File: src/rtl/irq_timer_if.sv
// Data-memory bus slice seen by the interval timer, plus the IRQ/ack pair to the control unit.
// The CPU side drives the master modport; the timer uses the slave modport.
interface irq_timer_if;
   logic [31:0] addr;
   logic [31:0] wdata;
   logic [31:0] rdata;
   logic        MemRd;
   logic        MemWr;
   logic        irq_ack;
   logic        IRQ;

   modport master (
      output addr,
      output wdata,
      output MemRd,
      output MemWr,
      output irq_ack,
      input  rdata,
      input  IRQ
   );

   modport slave (
      input  addr,
      input  wdata,
      input  MemRd,
      input  MemWr,
      input  irq_ack,
      output rdata,
      output IRQ
   );
endinterface

File: src/rtl/irq_timer.sv
// Memory-mapped interval timer: TH reload, TL up-counter, TCON {ST, IE, EN}.
// IRQ is held until acked, then masked by in_service until software clears ST.
module irq_timer #(
   parameter logic [31:0] BASE_ADDR = 32'h4000_0000
) (
   input logic        clk,
   input logic        reset,
   irq_timer_if.slave bus
);

   logic [31:0] th_q, th_d;
   logic [31:0] tl_q, tl_d;
   logic        en_q, en_d;
   logic        ie_q, ie_d;
   logic        st_q, st_d;
   logic        in_service_q, in_service_d;

   logic sel_th, sel_tl, sel_tcon;
   logic wr_th, wr_tl, wr_tcon;
   logic ovf, ovf_set;

   // Exact byte-address match; unaligned and out-of-window addresses select nothing.
   assign sel_th   = (bus.addr == BASE_ADDR);
   assign sel_tl   = (bus.addr == BASE_ADDR + 32'h4);
   assign sel_tcon = (bus.addr == BASE_ADDR + 32'h8);

   assign wr_th   = bus.MemWr & sel_th;
   assign wr_tl   = bus.MemWr & sel_tl;
   assign wr_tcon = bus.MemWr & sel_tcon;

   // A TL write replaces counting for the cycle, so it also suppresses overflow.
   assign ovf     = en_q & ~wr_tl & (tl_q == 32'hFFFF_FFFF);
   assign ovf_set = ovf & ie_q;

   always_comb begin
      th_d         = th_q;
      tl_d         = tl_q;
      en_d         = en_q;
      ie_d         = ie_q;
      st_d         = st_q;
      in_service_d = in_service_q;

      if (wr_th) begin
         th_d = bus.wdata;
      end

      if (wr_tl) begin
         tl_d = bus.wdata;
      end else if (en_q) begin
         tl_d = ovf ? th_q : tl_q + 32'd1;
      end

      if (ovf_set) begin
         st_d = 1'b1;
      end

      // A pending overflow survives a simultaneous software clear of ST.
      if (wr_tcon) begin
         en_d = bus.wdata[0];
         ie_d = bus.wdata[1];
         st_d = bus.wdata[2] | ovf_set;
      end

      if (!st_d || !ie_d) begin
         in_service_d = 1'b0;
      end else if (bus.irq_ack) begin
         in_service_d = 1'b1;
      end
   end

   always_ff @(posedge clk or posedge reset) begin
      if (reset) begin
         th_q         <= '0;
         tl_q         <= '0;
         en_q         <= 1'b0;
         ie_q         <= 1'b0;
         st_q         <= 1'b0;
         in_service_q <= 1'b0;
      end else begin
         th_q         <= th_d;
         tl_q         <= tl_d;
         en_q         <= en_d;
         ie_q         <= ie_d;
         st_q         <= st_d;
         in_service_q <= in_service_d;
      end
   end

   always_comb begin
      bus.rdata = '0;
      if (bus.MemRd) begin
         if (sel_th) begin
            bus.rdata = th_q;
         end else if (sel_tl) begin
            bus.rdata = tl_q;
         end else if (sel_tcon) begin
            bus.rdata = {29'b0, st_q, ie_q, en_q};
         end
      end
   end

   assign bus.IRQ = ie_q & st_q & ~in_service_q;

endmodule

File: src/flat_wrapper.sv
// flat-port wrapper written by rule: the top's interface ports become plain ports
module irq_timer_flat 
#(
   parameter logic [31:0] BASE_ADDR = 32'h4000_0000
)
  (clk, reset, bus_addr, bus_wdata, bus_MemRd, bus_MemWr, bus_irq_ack, bus_rdata, bus_IRQ);
  irq_timer_if bus_i ();
  input logic clk;
  input logic reset;
  input wire logic [$bits(bus_i.addr)-1:0] bus_addr;
  input wire logic [$bits(bus_i.wdata)-1:0] bus_wdata;
  input wire logic [$bits(bus_i.MemRd)-1:0] bus_MemRd;
  input wire logic [$bits(bus_i.MemWr)-1:0] bus_MemWr;
  input wire logic [$bits(bus_i.irq_ack)-1:0] bus_irq_ack;
  output wire logic [$bits(bus_i.rdata)-1:0] bus_rdata;
  output wire logic [$bits(bus_i.IRQ)-1:0] bus_IRQ;
  assign bus_i.addr = bus_addr;
  assign bus_i.wdata = bus_wdata;
  assign bus_i.MemRd = bus_MemRd;
  assign bus_i.MemWr = bus_MemWr;
  assign bus_i.irq_ack = bus_irq_ack;
  assign bus_rdata = bus_i.rdata;
  assign bus_IRQ = bus_i.IRQ;
  irq_timer #(.BASE_ADDR(BASE_ADDR)) u_core (.clk(clk), .reset(reset), .bus(bus_i));
endmodule
File: config.mk
export PLATFORM = sky130hd
export DESIGN_NAME = irq_timer_flat
export DESIGN_NICKNAME = d
export VERILOG_FILES = /design/src/rtl/irq_timer_if.sv /design/src/rtl/irq_timer.sv /design/src/flat_wrapper.sv
export SDC_FILE = /design/constraint.sdc
export NUM_CORES = 1
export LEC_CHECK = 0
export BUFFER_PORTS_ARGS = -buffer_cell sky130_fd_sc_hd__buf_4
export CAP_MARGIN = 15
export CORE_MARGIN = 2
export CORE_UTILIZATION = 55
export DETAILED_ROUTE_END_ITERATION = 12
export PLACE_DENSITY = 0.83
export SKIP_CTS_REPAIR_TIMING = 1
export SLEW_MARGIN = 5
export SYNTH_ARGS = -nofsm -noshare
export SYNTH_HDL_FRONTEND = slang
export SYNTH_SLANG_ARGS = --single-unit
File: constraint.sdc
create_clock -name clk -period 2.4 [get_ports clk]
set_input_delay 0.24 -clock clk [delete_from_list [all_inputs] [get_ports clk]]
set_output_delay 0.24 -clock clk [all_outputs]
set_load 0.005 [all_outputs]
# Word level (Yosys, flattened, before mapping)
# Index checks and enable logic that the tools add are counted.
dict set report totals {
  reg_bits 68
  output_inout_bits 33
  word_cells 39
}
dict set report classes {
  n_addsub 1
  eq_ne 4
  muxes 12
  bitwise_logic 11
  reduce_logical 5
}
# operator n
set op_table {}
lappend op_table {{$mux W32} 6}
lappend op_table {{$eq A32 B31 Y1 const B} 3}
lappend op_table {{$add A32 B1 Y32 const B} 1}
lappend op_table {{$eq A32 B32 Y1 const B} 1}
lappend op_table {{$and A1 B1 Y1} 8}
lappend op_table {{$mux W1} 5}
lappend op_table {{$reduce_bool A2 Y1} 2}
lappend op_table {{$mux W3} 1}
lappend op_table {{$logic_not A1 Y1} 2}
lappend op_table {{$not A1 Y1} 2}
lappend op_table {{$logic_or A1 B1 Y1} 1}
lappend op_table {{$or A1 B1 Y1} 1}

# Depth between registers and ports, before layout
dict set report depth {
  depth_word 11
  depth_mapped 9
  mapped_depth_nobuf 6
}

# Worst setup path before layout
# Ideal clock, no wire load.
dict set report synth_timing {
  path_type {input to output}
  from {input port bus_addr[0]}
  to {output port bus_rdata[21]}
  t_arrival_ps 1816
  required_ps 2160
  slack_ps 344
  path_stages 7
  path_buffers 2
  cell_sequence {nor4_1 -> nand4_2 -> or3_4 -> or2_1 -> buf_6 -> buf_6 -> nor2_1}
}
dict set report synth_via {
  elab_chain_len 4
  word_cells_on_any_way 5
  cone_classes {eq/ne: 2; mux: 3}
}
# element line_no
set synth_rtl {}
lappend synth_rtl {{start: declaration} flat_wrapper.sv:10} ;# input wire logic [$bits(bus_i.addr)-1:0] bus_addr;
lappend synth_rtl {{$eq A32 B31 Y1} irq_timer.sv:24} ;# assign sel_tl = (bus.addr == BASE_ADDR + 32'h4);
lappend synth_rtl {{$mux W32} irq_timer.sv:94} ;# end else if (sel_tl) begin
lappend synth_rtl {{$mux W32 *} irq_timer.sv:92} ;# if (sel_th) begin
lappend synth_rtl {{$mux W32 *} irq_timer.sv:91} ;# if (bus.MemRd) begin
lappend synth_rtl {{end: declaration} flat_wrapper.sv:15} ;# output wire logic [$bits(bus_i.rdata)-1:0] bus_rdata;
# Mark *: on every way between the ends. The rest lies on a longest branch, timed or not.

# Worst setup path after layout
dict set report layout_timing {
  from {input port bus_addr[12]}
  to {output port bus_rdata[31]}
}
# The elaborated chain is that of the path after synthesis.

==> flow_summary.ini <==
[power_and_ir_drop]
pwr-share-clk_pct = 44.5
p_sw_share_pct = 22.38
p_leak_uw = 0.002628
seqPwrFrac_pct = 48.0
vdd_drop_max_mv = 0.3262
powerDensity_nw_per_um2 = 427.6
finalPower_uw = 2384
p_sw_uw = 533.6
combPwrFrac_pct = 7.5
internal-power_uw = 1850

[synthesis]
synthesis.nets = 538
synth_area_leaders = dfrtp_1 (39%), mux2i_1 (11%), mux2_2 (8.3%)
synth_ff_type = dfrtp_1
synth_cell_types = 55
avgSynthCellArea_um2 = 9.306
synth_edf_count = 0
ys_seq_area_share_pct = 39.07
ys.warnings.count = 0
yosysTopAreaCell = dfrtp_1
synth_seq_cells = 68
synthArstFlopShare_pct = 100.0
syn_inst = 468
yosysTopAreaCellShare_pct = 39.07
syn_area_um2 = 4355

[critical_path]
end_kind = output pin
r2r_slack_ns = 0.21
crit_path_start = bus_addr[12]
critPathKind = input pin to output pin
crit_arrival_ns = 2.03
regToRegStartpoint = u_core.tl_q[0]$_DFFE_PP0P_
critical_path_required_ns = 2.16
worstReg2RegEnd = u_core.tl_q[25]$_DFFE_PP0P_
cp-start-kind = input pin
r2r_cells = 6
cp_max_fo = 15

[drt]
vias = 4269
antenna_left = 0
wl_um = 12510
drt-pass1-iter-count = 5
routed_via_density = 6.269
first_iter_violations = 407
drc = 0
wl_per_cell_um = 18.37

[job]
drv_cap = 0

[clock_tree]
clockRootBuffer = clkbuf_8
cts_tree = built
cts_buffer_depth = 2
cts_buffers = 9
clk_latency_ns = 0.35
cts.sinks = 68
clk_pin_slew_worst_paths_ns = 0.08
htree_levels = 3

[place]
dp.cells = 665
io_buffers = 101
dpl.hpwl_um = 8662
globalplace.congestion = 0.9198
dp_slack_ns = 0.008713

[floorplanning]
die_width_um = 92.99
die_h_um = 92.99
core_um2 = 7687
rows = 32
die_area_um2 = 8647
start_util_pct = 56.66
io_pins = 102

[sta]
finalHoldViolations = 28
hold_slack_ns = -0.02503
finalClockSkew_ns = 0.006610
fin_setup_tns_ns = 0
max_freq_ghz = 0.4406
slew_viol_final = 0
fin_ws_ns = 0.1303
setup_violations = 0
max-slew-margin-rel_pct = 57.10
rsz0062_at_grt = false
fin_crit_sh_pct = 94.57
layout_min_cycle_time_ns = 2.270
worstMarginPinSlew_ns = 0.6426

[final_layout]
nets = 644
area_growth_pct = 28.01
mostFrequentLayoutCells = buf_4 (126), dfrtp_1 (68), nor2_1 (51), mux2i_1 (48), nand2_1 (39)
drive_above_1_share_pct = 32.82
mostFrequentLayoutCell = buf_4
n_antenna_cell = 0
instances_no_fill = 681

[global_routing]
use_met3_pct = 5.238
grtUsageMet2_pct = 47.22
grt_pass1_vias = 4171
grt.total_usage_pct = 29.23
grt_pass1_wl_um = 19920
grt_start_max_net_pins = 41
use_met1_pct = 38.40
grt.overflow.total = 0
grt_busiest_layer = met2
antenna_found_initial = 0

[worst_hold_path]
hold_class = input pin to asynchronous set/reset pin

[status]
violations = negative hold slack
status = finished with violations
flip-flops by register name, indices dropped and copies added, names as in the netlist:
name,count
u_core.tl_q,32
u_core.in_service_q,1
u_core.th_q,32
u_core.en_q,1
u_core.st_q,1
u_core.ie_q,1
routing by layer:
layer	part of all wire, %	vias up
met2	48	245
li1	-	1943
met4	2.8	0
met1	40	2041
met3	9.2	40
met5	0	-
per-stage QoR:
step / utilization (%) / hold slack [ns] / instance area [um2]
2_1_floorplan: - / 0.3553 / 4355
3_3_place_gp: 69.19 / 0.3671 / 5319
3_5_place_dp: 69.19 / 0.3714 / 5319
4_1_cts: 72.01 / -0.002909 / 5535
5_1_grt: 72.53 / 0.02495 / 5575
6_report: 72.53 / -0.02503 / 5575
cells in the mapped netlist (all sizes together), types with 2 or more instances:
library cell,number
nor2,52
clkbuf,14
nand3b,5
or3,2
dfrtp,68
buf,20
mux2,32
or2,2
nand2,39
o21ai,25
a21o,2
a21oi,11
a22o,2
nor2b,3
and4,8
and2,3
nor4,11
inv,11
nand2b,6
nor4b,2
o211ai,5
a21boi,4
nor3,4
o22a,2
xor2,2
a41o,5
a211oi,5
and3,7
nand4,20
a41oi,2
mux2i,48
a31oi,10
o31ai,9
a311oi,2
nand3,16
worst max-delay path: stages:
cell	delay, ns
buf_4	0.11
nor4_2	0.33
nand4_2	0.19
or3_4	0.42
or2_1	0.24
buf_4	0.20
nor2_1	0.16
buf_4	0.13
final cells by class:
class,instances,area (um2)
tap,102,127.6
clock buffer,11,141.4
clock inverter,5,75.07
inverter,11,41.29
timing repair buffer,129,1006
fill,575,2112
sequential,68,1702
multi-input combinational,355,2482
kinds of logic (layout without fill, tap and decap cells):
family | count (synthesis) | count (layout) | synth area share [%]
mux | 80 | 80 | 19.30
buf+inv | 45 | 156 | 4.999
fa+ha+maj | 1 | 1 | 0.2872
xor+xnor | 3 | 3 | 0.6034
compound gates | 89 | 89 | 13.67
flops | 68 | 68 | 39.07
simple gates | 182 | 182 | 22.06
power groups by stage:
stage,Clock [uW],Combinational (uW),Sequential (uW)
floorplan,0,57.6,1170
global placement,0,170,1170
detailed placement,0,173,1170
CTS,1060,174,1140
global route,1110,193,1140
finish,1060,179,1140
worst max-delay path by stage:
stage                     to
2_1_floorplan  bus_rdata[21]
3_3_place_gp   bus_rdata[16]
3_5_place_dp   bus_rdata[31]
4_1_cts        bus_rdata[31]
6_report       bus_rdata[31]
5_1_grt        bus_rdata[31]
Power figures use the tool's default switching activity.
